File: config.mk
export PLATFORM = sky130hd
export DESIGN_NAME = ring_freq_counter_flat
export DESIGN_NICKNAME = d
export VERILOG_FILES = /design/src/rtl/ring_meas_pkg.sv /design/src/rtl/ring_freq_counter_if.sv /design/src/rtl/sync_edge_detect.sv /design/src/rtl/ring_freq_counter.sv /design/src/flat_wrapper.sv
export SDC_FILE = /design/constraint.sdc
export NUM_CORES = 1
export LEC_CHECK = 0
export ABC_AREA = 0
export ABC_CLOCK_PERIOD_IN_PS = 3700
export CORE_ASPECT_RATIO = 1.5
export CORE_MARGIN = 2
export CORE_UTILIZATION = 35
export CTS_BUF_LIST = sky130_fd_sc_hd__clkbuf_4 sky130_fd_sc_hd__clkbuf_8
export DETAILED_ROUTE_END_ITERATION = 10
export PLACE_DENSITY_LB_ADDON = 0.05
export SYNTH_ARGS = -nofsm -noshare
export SYNTH_HDL_FRONTEND = slang
export SYNTH_SLANG_ARGS = --single-unit
File: constraint.sdc
create_clock -name fpga_clk1 -period 3.7 [get_ports fpga_clk1]
set_input_delay 0.74 -clock fpga_clk1 [delete_from_list [all_inputs] [get_ports fpga_clk1]]
set_output_delay 0.74 -clock fpga_clk1 [all_outputs]
set_load 0.005 [all_outputs]
File: src/rtl/ring_meas_pkg.sv
// Shared definitions for the ring-oscillator measurement blocks.
package ring_meas_pkg;

   typedef enum logic [1:0] {
      IDLE  = 2'd0,
      ARM   = 2'd1,
      COUNT = 2'd2
   } meas_state_e;

   localparam int CNT_W_DEF       = 16;
   localparam int SYNC_STAGES_DEF = 2;
   localparam int GATE_CYCLES_DEF = 1_000_000;
   localparam int GATE_CYCLES_SIM = 100;

endpackage

File: src/rtl/ring_freq_counter_if.sv
// Control and result bundle between the frequency counter and its consumer.
interface ring_freq_counter_if #(
   parameter int CNT_W = ring_meas_pkg::CNT_W_DEF
);
   logic             enable;
   logic             clear_peak;
   logic [CNT_W-1:0] value_out;
   logic [CNT_W-1:0] peak_out;
   logic             sat_out;
   logic             valid;

   modport master (
      output enable, clear_peak,
      input  value_out, peak_out, sat_out, valid
   );

   modport slave (
      input  enable, clear_peak,
      output value_out, peak_out, sat_out, valid
   );
endinterface

File: src/rtl/sync_edge_detect.sv
// Multi-flop synchroniser for an asynchronous input with a one-cycle rising-edge pulse.
module sync_edge_detect #(
   parameter int SYNC_STAGES = 2
) (
   input  logic fpga_clk1,
   input  logic rst_n,
   input  logic async_in,
   output logic rise
);

   logic [SYNC_STAGES-1:0] sync_q;
   logic                   sync_prev;

   always_ff @(posedge fpga_clk1 or negedge rst_n) begin
      if (!rst_n) begin
         sync_q    <= '0;
         sync_prev <= 1'b0;
      end else begin
         sync_q    <= {sync_q[SYNC_STAGES-2:0], async_in};
         sync_prev <= sync_q[SYNC_STAGES-1];
      end
   end

   assign rise = sync_q[SYNC_STAGES-1] & ~sync_prev;

endmodule

File: src/rtl/ring_freq_counter.sv
// Gated edge counter for the ring oscillator: per-window count, running peak, saturation.
//
//   state | meaning
//   IDLE  | stopped; counters cleared, results held
//   ARM   | SYNC_STAGES+1 cycles flushing stale synchroniser contents
//   COUNT | counting rises in back-to-back GATE_CYCLES windows
module ring_freq_counter
   import ring_meas_pkg::*;
#(
   parameter int GATE_CYCLES = GATE_CYCLES_DEF,
   parameter int CNT_W       = CNT_W_DEF,
   parameter int SYNC_STAGES = SYNC_STAGES_DEF
) (
   input  logic                fpga_clk1,
   input  logic                rst_n,
   input  logic                ring_in,
   ring_freq_counter_if.slave  meas
);

   localparam int GW = $clog2(GATE_CYCLES);
   localparam int AW = $clog2(SYNC_STAGES + 1);
   localparam logic [GW-1:0]    GATE_LAST = GW'(GATE_CYCLES - 1);
   localparam logic [AW-1:0]    ARM_LAST  = AW'(SYNC_STAGES);
   localparam logic [CNT_W-1:0] CNT_MAX   = {CNT_W{1'b1}};

   meas_state_e      state_q, state_d;
   logic [GW-1:0]    gate_q, gate_d;
   logic [AW-1:0]    arm_q, arm_d;
   logic [CNT_W-1:0] edge_q, edge_d;
   logic             win_sat_q, win_sat_d;
   logic [CNT_W-1:0] value_q, value_d;
   logic [CNT_W-1:0] peak_q, peak_d;
   logic             sat_q, sat_d;
   logic             valid_q, valid_d;
   logic             rise;
   logic [CNT_W-1:0] edge_next;
   logic             sat_next;

   sync_edge_detect #(.SYNC_STAGES(SYNC_STAGES)) u_sync (
      .fpga_clk1 (fpga_clk1),
      .rst_n     (rst_n),
      .async_in  (ring_in),
      .rise      (rise)
   );

   // Count including this cycle's rise; a blocked increment marks the window saturated.
   always_comb begin
      edge_next = edge_q;
      sat_next  = win_sat_q;
      if (edge_q == CNT_MAX) begin
         sat_next = win_sat_q | rise;
      end else begin
         edge_next = edge_q + CNT_W'(rise);
      end
   end

   always_comb begin
      state_d   = state_q;
      gate_d    = gate_q;
      arm_d     = arm_q;
      edge_d    = edge_q;
      win_sat_d = win_sat_q;
      value_d   = value_q;
      sat_d     = sat_q;
      peak_d    = peak_q;
      valid_d   = 1'b0;

      if (meas.clear_peak) peak_d = '0;

      case (state_q)
         IDLE: begin
            gate_d    = '0;
            edge_d    = '0;
            win_sat_d = 1'b0;
            arm_d     = ARM_LAST;
            if (meas.enable) state_d = ARM;
         end
         ARM: begin
            if (!meas.enable) begin
               state_d = IDLE;
            end else if (arm_q == '0) begin
               state_d = COUNT;
               gate_d  = GATE_LAST;
            end else begin
               arm_d = arm_q - AW'(1);
            end
         end
         COUNT: begin
            if (!meas.enable) begin
               state_d   = IDLE;
               gate_d    = '0;
               edge_d    = '0;
               win_sat_d = 1'b0;
            end else if (gate_q == '0) begin
               // Terminal cycle: publish and restart the next window without a gap.
               value_d   = edge_next;
               sat_d     = sat_next;
               valid_d   = 1'b1;
               if (meas.clear_peak || edge_next > peak_q) peak_d = edge_next;
               gate_d    = GATE_LAST;
               edge_d    = '0;
               win_sat_d = 1'b0;
            end else begin
               gate_d    = gate_q - GW'(1);
               edge_d    = edge_next;
               win_sat_d = sat_next;
            end
         end
         default: state_d = IDLE;
      endcase
   end

   always_ff @(posedge fpga_clk1 or negedge rst_n) begin
      if (!rst_n) begin
         state_q   <= IDLE;
         gate_q    <= '0;
         arm_q     <= '0;
         edge_q    <= '0;
         win_sat_q <= 1'b0;
         value_q   <= '0;
         peak_q    <= '0;
         sat_q     <= 1'b0;
         valid_q   <= 1'b0;
      end else begin
         state_q   <= state_d;
         gate_q    <= gate_d;
         arm_q     <= arm_d;
         edge_q    <= edge_d;
         win_sat_q <= win_sat_d;
         value_q   <= value_d;
         peak_q    <= peak_d;
         sat_q     <= sat_d;
         valid_q   <= valid_d;
      end
   end

   assign meas.value_out = value_q;
   assign meas.peak_out  = peak_q;
   assign meas.sat_out   = sat_q;
   assign meas.valid     = valid_q;

endmodule

File: src/flat_wrapper.sv
// flat-port wrapper written by rule: the top's interface ports become plain ports
module ring_freq_counter_flat import ring_meas_pkg::*;
#(
   parameter int GATE_CYCLES = GATE_CYCLES_DEF,
   parameter int CNT_W       = CNT_W_DEF,
   parameter int SYNC_STAGES = SYNC_STAGES_DEF
)
  (fpga_clk1, rst_n, ring_in, meas_enable, meas_clear_peak, meas_value_out, meas_peak_out, meas_sat_out, meas_valid);
  ring_freq_counter_if #(.CNT_W(CNT_W)) meas_i ();
  input  logic fpga_clk1;
  input  logic rst_n;
  input  logic ring_in;
  input wire logic [$bits(meas_i.enable)-1:0] meas_enable;
  input wire logic [$bits(meas_i.clear_peak)-1:0] meas_clear_peak;
  output wire logic [$bits(meas_i.value_out)-1:0] meas_value_out;
  output wire logic [$bits(meas_i.peak_out)-1:0] meas_peak_out;
  output wire logic [$bits(meas_i.sat_out)-1:0] meas_sat_out;
  output wire logic [$bits(meas_i.valid)-1:0] meas_valid;
  assign meas_i.enable = meas_enable;
  assign meas_i.clear_peak = meas_clear_peak;
  assign meas_value_out = meas_i.value_out;
  assign meas_peak_out = meas_i.peak_out;
  assign meas_sat_out = meas_i.sat_out;
  assign meas_valid = meas_i.valid;
  ring_freq_counter #(.GATE_CYCLES(GATE_CYCLES), .CNT_W(CNT_W), .SYNC_STAGES(SYNC_STAGES)) u_core (.fpga_clk1(fpga_clk1), .rst_n(rst_n), .ring_in(ring_in), .meas(meas_i));
endmodule
Yosys cells after proc, flatten, opt, wreduce, memory -nomap -nowiden. Index checks and enable logic that the tools add are counted.

Register bits after elaboration: 78. Bits in latches: 0. Memory bits (writable): 0. Bits in read-only memories: 0. Word-level logic and storage cells: 67. Memories: 0.

Add/sub/neg operators: 3. Multiply operators: 0. Divide/modulo/power cells: 0. Magnitude comparators: 1. Equal/unequal tests: 9. Shifts and indexed selects: 0. Mux-type cells: 29. Bitwise logic cells: 3. Reduce and logical (&&, ||, !) cells: 11.

Operator list (number): $mux 16 (8); $mux 20 (4); $pmux 20 s3 (1); $pmux 16 s2 (1); $logic_not 20->1 (1); $sub 20x1->20 const B (1); $add 16x1->16 (1); $eq 16x16->1 const B (1); $gt 16x16->1 (1); $mux 2 (6); $reduce_and 3->1 (4); $ne 2x2->1 const B (4); $mux 1 (6); $pmux 2 s3 (1); $logic_not 2->1 (2); $pmux 2 s2 (1); $reduce_bool 2->1 (2); $ne 3x2->1 const B (1); $reduce_bool 3->1 (1); $eq 2x1->1 const B (1); $eq 2x2->1 const B (1); $ne 2x1->1 const B (1); $pmux 1 s2 (1); $sub 2x1->2 const B (1); other kinds (4) (4).

Longest topological paths before layout. Gate-level depths: netlist of the first run.

Depth in word-level cells: 10. Mapped depth: 15. Depth with buffers taken out: 14.

By module. A second synthesis of the first run with hierarchy kept.

Cells, all modules: 473. Area total of the unflattened synthesis: 4350.4 um^2.

Modules (own cells, without submodules): ring_freq_counter (times used 1, cells each 469, area an instance 4261.6 um^2, sequential area each 1876.8 um^2); sync_edge_detect (times used 1, cells each 4, area an instance 88.8 um^2, sequential area each 75.1 um^2).

Worst setup path before layout of the first run. Ideal clock, no wire load.

Path type: flip-flop to flip-flop. Start: reg u_core.edge_q[3]. End: reg u_core.peak_q[9], in the netlist u_core.meas.peak_out[9]. Setup time: 137 ps. Arrival time: 3243 ps. Path slack: 319 ps. Cell stages (with the launch flop): 14. Buffers on the path: 2. Period minus slack after synthesis: 3381 ps. Path through: dfrtp_1 nand4_2 or2_1 clkbuf_2 or4_4 xor2_1 inv_1 ha_1 nand4_1 nor3_1 a21boi_0 o311ai_4 buf_6 mux2i_1.

Longest elaborated chain between the ends: 8. Elaborated cells on any way between the ends: 9.

Ends and longest elaborated chain: from (decl) (line ring_freq_counter.sv:29) `logic [CNT_W-1:0] edge_q, edge_d;`; from (signal assigned) (line ring_freq_counter.sv:128) `edge_q <= edge_d;`; $add 16x1->16 or $eq 16x16->1 (tied branches) (line ring_freq_counter.sv:53, ring_freq_counter.sv:50); $mux 16 * (line ring_freq_counter.sv:50) `if (edge_q == CNT_MAX) begin`; net u_core.edge_next[13] (line ring_freq_counter.sv:36) `logic [CNT_W-1:0] edge_next;`; $gt 16x16->1 * (line ring_freq_counter.sv:99) `if (meas.clear_peak || edge_next > peak_q) peak_d = edge_next;`; $logic_or 1x1->1 * (line ring_freq_counter.sv:99); $mux 16 * (line ring_freq_counter.sv:99); $mux 16 * (line ring_freq_counter.sv:94) `end else if (gate_q == '0) begin`; $mux 16 * (line ring_freq_counter.sv:89) `if (!meas.enable) begin`; $mux 16 * (line ring_freq_counter.sv:70) `case (state_q)`; net u_core.peak_d[9] (line ring_freq_counter.sv:32) `logic [CNT_W-1:0] peak_q, peak_d;`; to (signal assigned) (line ring_freq_counter.sv:131) `peak_q <= peak_d;`; to (decl) (line ring_freq_counter.sv:32).

The timed path passes the listed nets; every way through them passes the cells marked *. A chain may end at the register's enable or synchronous reset.

Worst setup path after layout of the first run.
Start: reg u_core.u_sync.sync_q[1]. End: reg u_core.peak_q[10], in the netlist u_core.meas.peak_out[10].

Longest elaborated chain between the ends: 9.

Ends and longest elaborated chain: from (decl) (line sync_edge_detect.sv:11) `logic [SYNC_STAGES-1:0] sync_q;`; from (signal assigned) (line sync_edge_detect.sv:19) `sync_q <= {sync_q[SYNC_STAGES-2:0], async_in};`; $and 1x1->1 (line sync_edge_detect.sv:24) `assign rise = sync_q[SYNC_STAGES-1] & ~sync_prev;`; $add 16x1->16 (line ring_freq_counter.sv:53) `edge_next = edge_q + CNT_W'(rise);`; $mux 16 (line ring_freq_counter.sv:50); net u_core.edge_next[6] (line ring_freq_counter.sv:36); $gt 16x16->1 (line ring_freq_counter.sv:99); $logic_or 1x1->1 (line ring_freq_counter.sv:99); $mux 16 (line ring_freq_counter.sv:99); $mux 16 (line ring_freq_counter.sv:94); $mux 16 (line ring_freq_counter.sv:89); $mux 16 (line ring_freq_counter.sv:70); net u_core.peak_d[10] (line ring_freq_counter.sv:32).

The timed path passes the listed nets, and every way through them passes these cells.

==> run_results.csv, run 1 <==
group,metric,value,unit
run_status,status,"finished clean",
worst_setup_path,slowest_delay,0.38,ns
worst_setup_path,crit_buf_inv,2,
cells_and_area,final_nets,558,
route,drt_iter0_markers,97,
clocking,clock-sinks,78,
worst_setup_path,crit_path_frequent_cell,"ha_1",
logic_synthesis,async_flop_share,100,%
logic_synthesis,netlist_area,0.00449,mm2
placement,dp_hpwl,8420,um
sta,drv_slew,0,
sta,setup_ws,0.277,ns
sta,worst_pin_slew,1.15,ns
hold_path,min_path_type,"reg2reg",
cells_and_area,n_fill_cell,1277,
power_and_ir_drop,peakVddDrop,0.381,mV
logic_synthesis,ys_warn_count,0,
sta,setup_violations,0,
placement,port_buffers,38,
worst_setup_path,crit_fanout,16,
worst_setup_path,end_kind,"register",
worst_setup_path,path_delay_family,"compound AO/OA/AOI/OAI gates",
logic_synthesis,syn_inst,479,
hold_path,min_path_cells,0,
die,core_area,0.0125,mm2
sta,setup-tns-final,0,ns
sta,finalHoldViolCount,0,
cells_and_area,antenna_cells,0,
run,cap_violations,0,
logic_synthesis,synth_cell_type_count,61,
grt,grt_pass1_wl,19100,um
route,route.final.wire_length,11800,um
grt,grt_pass1_vias,3730,
worst_setup_path,crit_chain,"nor2b_1 -> ha_1 -> ha_1 -> and2_2 -> and4_1 -> o21ai_0 -> xor2_1 -> inv_1 -> ha_1 -> a41oi_1 -> o21ai_0 -> o2bb2ai_1 -> o311ai_4 -> buf_12 -> mux2i_1",
sta,finClkSkew,0.00806,ns
logic_synthesis,ys.flop_type,"dfrtp_1",
grt,grt_max_degree,79,
worst_setup_path,crit_path_start_kind,"register",
clocking,cts_made_buffers,9,
worst_setup_path,arrival,3.70,ns
power_and_ir_drop,finalPower,2.90,mW
route,post_drt_wl_per_cell,17.1,um
die,die_area,0.0138,mm2
logic_synthesis,ys_seq_area_share,43.5,%
sta,slew_headroom,23.0,%
logic_synthesis,ys_ff_latch,78,
clocking,clock_path_buffers,2,
die,rows,50,
clocking,clk_latency,0.36,ns
worst_setup_path,reg2regPathDepth,15,
placement,dpl_worst_slack,0.0881,ns
cells_and_area,layout-drive-gt1-share,10.9,%
sta,min_period,3.42,ns
route,dr.pass1.iters,4,
worst_setup_path,worst-path-stages,15,
worst_setup_path,slowest_stage,"dfrtp_1",
die,start_util,35.9,%
logic_synthesis,synth_top_cell_by_area,"dfrtp_1",
logic_synthesis,synth_top_cell_area_share,43.5,%
grt,grt_usage,18.1,%
cells_and_area,areaGrowthSynthToFinish,19.9,%
logic_synthesis,avgSynthCellArea,9.37,um2
logic_synthesis,synth_area_leaders,"dfrtp_1 43%, ha_1 7.0%, o21ai_0 5.7%",
die,die_y,143,um
worst_setup_path,crit_required,3.97,ns
clocking,cts_tree,"done",
route,vias,3693,
clocking,clk_pin_slew,0.08,ns
logic_synthesis,synth_edf_count,0,
grt,gr-total-overflow,0,
grt,antenna_found_initial,0,
die,die_w,96.5,um
logic_synthesis,syn_nets,509,
route,vias_per_cell,5.36,
power_and_ir_drop,p_leak,2.54,nW
sta,grt_setup_unrepaired,"no",
route,drc,0,
die,ios,39,
sta,fmax,292,MHz
power_and_ir_drop,powerDensity,540,mW/mm2
worst_setup_path,crit_type,"reg2reg",
placement,globalplace.congestion,0.814,
clocking,root_buffer,"clkbuf_8",
route,ant_nets,0,
clocking,cts_hold_buf,0,
clocking,htreeDepth,3,
sta,timing.final.crit_share,92.5,%
## cell type report
type / count / area, um2 / share of cell area (%)
Multi-Input combinational cell: 339 / 2300 / 42.8
Tap cell: 156 / 195 / 3.63
Clock buffer: 13 / 173 / 3.21
Timing Repair Buffer: 57 / 533 / 9.90
Clock inverter: 3 / 65.1 / 1.21
Inverter: 43 / 161 / 3.00
Sequential cell: 78 / 1950 / 36.3
## Yosys cell counts (6+ instances only)
cell type,count
nor2_1,15
a21oi_1,20
o21ai_1,8
o21ai_0,51
ha_1,25
nor3_1,6
xor2_1,10
mux2i_1,17
nand2_1,56
clkbuf_1,11
nand4_1,10
dfrtp_1,78
o31ai_1,6
nand2b_1,17
nand3_1,16
inv_1,43
## metal layers
metal	track usage [%]	wire length [um]	vias up
met1	20.4	4840	1824
li1	-	-	1796
met3	3.38	254	14
met4	6.30	205	0
met2	33.4	6470	59
met5	0	0	-
## power breakdown
part / leakage, nW / total, mW / switching (mW) / internal [mW]
registers: 1.05 / 1.06 / 0.0950 / 0.965
clock network: 0.123 / 0.768 / 0.326 / 0.442
logic: 1.36 / 1.08 / 0.669 / 0.407
## repair_timing
item	in CTS	in global routing
resized for setup	0	7
endpoints found under the setup margin	0	16
setup buffers	0	1
## registers in the layout, indices dropped and copies added (netlist names)
signal                   flops
u_core.gate_q               20
u_core.edge_q               16
u_core.meas.peak_out        16
u_core.meas.value_out       16
u_core.arm_q                 2
u_core.state_q               2
u_core.u_sync.sync_q         2
u_core.meas.sat_out          1
u_core.meas.valid            1
u_core.u_sync.sync_prev      1
u_core.win_sat_q             1
## cell usage in the layout (no fill, tap or decap), types with 3 or more instances in the layout
master            n
o31a_1            4
o21a_1            4
xnor2_1           4
nor2_1           15
ha_1             25
a22o_1            5
nand2b_1         17
a21oi_1          20
clkbuf_8         12
o211ai_1          5
mux2i_1          17
dfrtp_1          77
nand2_1          56
inv_1            43
o31ai_1           6
and3_1            3
nor2b_1           3
nand3_1          15
nand4_1          10
o21ai_0          51
xor2_1           10
o311ai_0          3
and4_1            4
buf_4            19
nor3_1            5
clkdlybuf4s50_1  37
o21ai_1           8
or4_4             4
## cell families (layout without fill, tap and decap cells)
family	after synthesis	count (layout)	share of synthesized area (%)
compound gates	127	127	18.1
fa+ha+maj	25	25	6.97
simple gates	156	156	19.3
flops	78	78	43.5
buf+inv	62	116	5.60
mux	17	17	3.79
xor+xnor	14	14	2.73
## per-stage QoR
stage | util (%) | area (um2) | hold WS (ns) | std cells
after floorplan | - | 4490 | 0.331 | 479
after global placement | 40.9 | 5120 | 0.353 | 672
after detailed placement | 40.9 | 5120 | 0.362 | 672
after CTS | 42.8 | 5360 | 0.381 | 688
after global routing | 43.0 | 5380 | 0.398 | 689
final | 43.0 | 5380 | 0.379 | 689
## worst register-to-register path, cell delays in order, from the launching register on
cell	delay, ns
dfrtp_1	0.38
nor2b_1	0.15
ha_1	0.21
ha_1	0.19
and2_2	0.23
and4_1	0.20
o21ai_0	0.09
xor2_1	0.23
inv_1	0.07
ha_1	0.31
a41oi_1	0.15
o21ai_0	0.17
o2bb2ai_1	0.20
o311ai_4	0.32
buf_12	0.22
mux2i_1	0.23
## path summary, 6_finish.rpt
| kind | from | to | slack [ns] |
|---|---|---|---|
| min in group asynchronous | rst_n | u_core.meas.value_out[10] | 0.55 |
| worst min-delay path | u_core.u_sync.sync_q[1] | u_core.u_sync.sync_prev | 0.38 |
| worst max register to register | u_core.u_sync.sync_q[1] | u_core.meas.peak_out[10] | 0.28 |
| max in group asynchronous | rst_n | u_core.edge_q[3] | 2.41 |
| worst max-delay path | u_core.u_sync.sync_q[1] | u_core.meas.peak_out[10] | 0.28 |
| worst min register to register | u_core.u_sync.sync_q[1] | u_core.u_sync.sync_prev | 0.38 |
No activity file was read; power rests on OpenSTA's default activity.
==> run 2: changes to the inputs <==
Settings changed: ABC_AREA 0 to unset.
==> results of run 2 <==
Final layout, timing and power as in run 1 (identical DEF).
==> run 3: changes to the inputs <==
Settings changed: CORE_MARGIN 2 to unset.
==> run_results.csv, run 3 (synthesized netlist as in run 1, its figures left out) <==
group,metric,value,unit
power_and_ir_drop,powerDensity,525,mW/mm2
worst_setup_path,end_kind,"register",
die,die_w,94.5,um
sta,grt_setup_unrepaired,"no",
sta,setup_violations,0,
run_status,status,"finished clean",
sta,drv_slew,0,
clocking,root_buffer,"clkbuf_8",
worst_setup_path,slowest_delay,0.57,ns
worst_setup_path,crit-reg2reg-capture,"u_core.meas.peak_out[9]",
worst_setup_path,crit_fanout,16,
cells_and_area,antenna_cells,0,
power_and_ir_drop,p_leak,2.50,nW
clocking,cts_tree,"done",
die,start_util,35.9,%
grt,antenna_found_initial,0,
die,die_y,141,um
worst_setup_path,rrSetupSlack,0.25,ns
hold_path,min_path_type,"reg2reg",
sta,finClkSkew,0.00706,ns
clocking,clk_pin_slew,0.08,ns
hold_path,min_to,"u_core.u_sync.sync_prev",
die,rows,50,
clocking,clock_path_buffers,2,
clocking,cts_hold_buf,0,
route,vias_per_cell,5.36,
cells_and_area,final_nets,557,
power_and_ir_drop,clkPwrFrac,23.5,%
cells_and_area,final_common_cell,"dfrtp_1",
cells_and_area,final_util,42.5,%
hold_path,min_path_cells,0,
route,ant_nets,0,
placement,dp_hpwl,8370,um
worst_setup_path,crit_path_start_kind,"register",
route,drc,0,
cells_and_area,areaGrowthSynthToFinish,18.5,%
sta,setup-tns-final,0,ns
hold_path,min_from,"u_core.u_sync.sync_q[1]",
power_and_ir_drop,power_frac_seq,38.0,%
worst_setup_path,crit_type,"reg2reg",
grt,grt_pass1_vias,3669,
worst_setup_path,reg2regPathDepth,12,
route,vias,3689,
power_and_ir_drop,p_int,1.69,mW
clocking,cts_made_buffers,9,
placement,globalplace.congestion,0.789,
cells_and_area,final_cell_mix,"78 x dfrtp_1, 56 x nand2_1, 51 x o21ai_0, 43 x inv_1, 37 x clkdlybuf4s50_1",
route,route.final.wire_length,11600,um
route,dr.pass1.iters,4,
sta,fmax,290,MHz
clocking,htreeDepth,3,
sta,worst_pin_slew,1.16,ns
grt,gr-total-overflow,0,
run,cap_violations,0,
power_and_ir_drop,peakVddDrop,0.308,mV
sta,slew_headroom,22.7,%
worst_setup_path,slowest_stage,"or4_4",
clocking,clock-sinks,78,
sta,timing.final.crit_share,93.3,%
sta,finalHoldViolCount,0,
worst_setup_path,crit_chain,"nand4_2 -> or2_1 -> or4_4 -> xor2_1 -> inv_1 -> ha_1 -> nand4_1 -> nor3_2 -> a21boi_1 -> o311ai_4 -> buf_12 -> mux2i_1",
cells_and_area,layout-drive-gt1-share,9.96,%
grt,grt_usage,18.7,%
die,ios,39,
sta,min_period,3.45,ns
cells_and_area,largest_reg_flops,20,
power_and_ir_drop,combPwrFrac,38.5,%
power_and_ir_drop,p_sw,1.10,mW
grt,grt_pass1_wl,19000,um
route,post_drt_wl_per_cell,16.9,um
worst_setup_path,arrival,3.68,ns
worst_setup_path,crit_required,3.93,ns
grt,grt_max_degree,79,
worst_setup_path,r2r_start,"u_core.edge_q[3]",
die,core_area,0.0125,mm2
clocking,clk_latency,0.36,ns
worst_setup_path,path_delay_family,"simple AND/OR/NAND/NOR gates",
power_and_ir_drop,swShare,39.5,%
route,drt_iter0_markers,140,
die,die_area,0.0133,mm2
cells_and_area,regMostFlops,"u_core.gate_q",
sta,hold_ws,0.381,ns
worst_setup_path,crit_buf_inv,2,
placement,port_buffers,38,
[run 3: cell types whose count changed in the layout (fill, tap and decap cells not counted), sizes merged]
cell	delta
buf	-1
bufinv	-1
clkbuf	-3
clkinv	+1
clkinvlp	+3
[run 3: layout make-up]
cell class | instances | area (um2)
Clock buffer | 10 | 131
Clock inverter | 6 | 62.6
Fill cell | 1264 | 7190
Inverter | 43 | 161
Multi-Input combinational cell | 339 | 2290
Sequential cell | 78 | 1950
Tap cell | 156 | 195
Timing Repair Buffer | 56 | 526
[run 3: timing repair]
action                                  in CTS  in global routing
setup buffers                                0                  0
endpoints found under the setup margin       0                 16
hold endpoints to repair                     0                  0
resized for setup                            0                  3
[run 3: per-stage QoR]
step | instance area (um2) | worst slack (ns) | power (mW) | instances
global placement | 5120 | 0.202 | 2.14 | 672
floorplan | 4490 | 0.319 | 1.78 | 479
finish | 5320 | 0.249 | 2.79 | 688
detailed placement | 5120 | 0.0847 | 2.15 | 672
CTS | 5310 | 0.113 | 2.82 | 688
global route | 5320 | 0.00403 | 2.98 | 688
[run 3: worst max-delay path by stage]
stage	start	endpoint	slack, ns	depth (start not counted)
after global placement	u_core.u_sync.sync_prev	u_core.meas.peak_out[9]	0.20	15
after detailed placement	u_core.u_sync.sync_q[1]	u_core.meas.peak_out[9]	0.08	15
after CTS	u_core.u_sync.sync_q[1]	u_core.meas.peak_out[9]	0.11	15
after floorplan	u_core.edge_q[3]	u_core.meas.peak_out[9]	0.32	13
final	u_core.edge_q[3]	u_core.meas.peak_out[9]	0.25	12
after global routing	u_core.u_sync.sync_q[1]	u_core.meas.peak_out[13]	0.004	15
[run 3: worst register-to-register path: stages (launching register included)]
cell and delay [ns]:
dfrtp_1 0.46, nand4_2 0.18, or2_1 0.37, or4_4 0.57, xor2_1 0.19, inv_1 0.07, ha_1 0.29, nand4_1 0.16
nor3_2 0.26, a21boi_1 0.29, o311ai_4 0.14, buf_12 0.20, mux2i_1 0.14
[run 3: metal layers]
metal	track usage, %	wire, um
met3	2.75	274
met2	35.3	6420
met1	20.8	4770
met5	0	0
met4	6.22	179
[run 3: power by group through the flow]
stage | Sequential (mW) | Clock (mW) | Combinational (mW)
floorplan | 1.06 | 0 | 0.721
global placement | 1.08 | 0 | 1.07
detailed placement | 1.08 | 0 | 1.07
CTS | 1.06 | 0.681 | 1.08
global route | 1.08 | 0.718 | 1.19
finish | 1.06 | 0.656 | 1.08
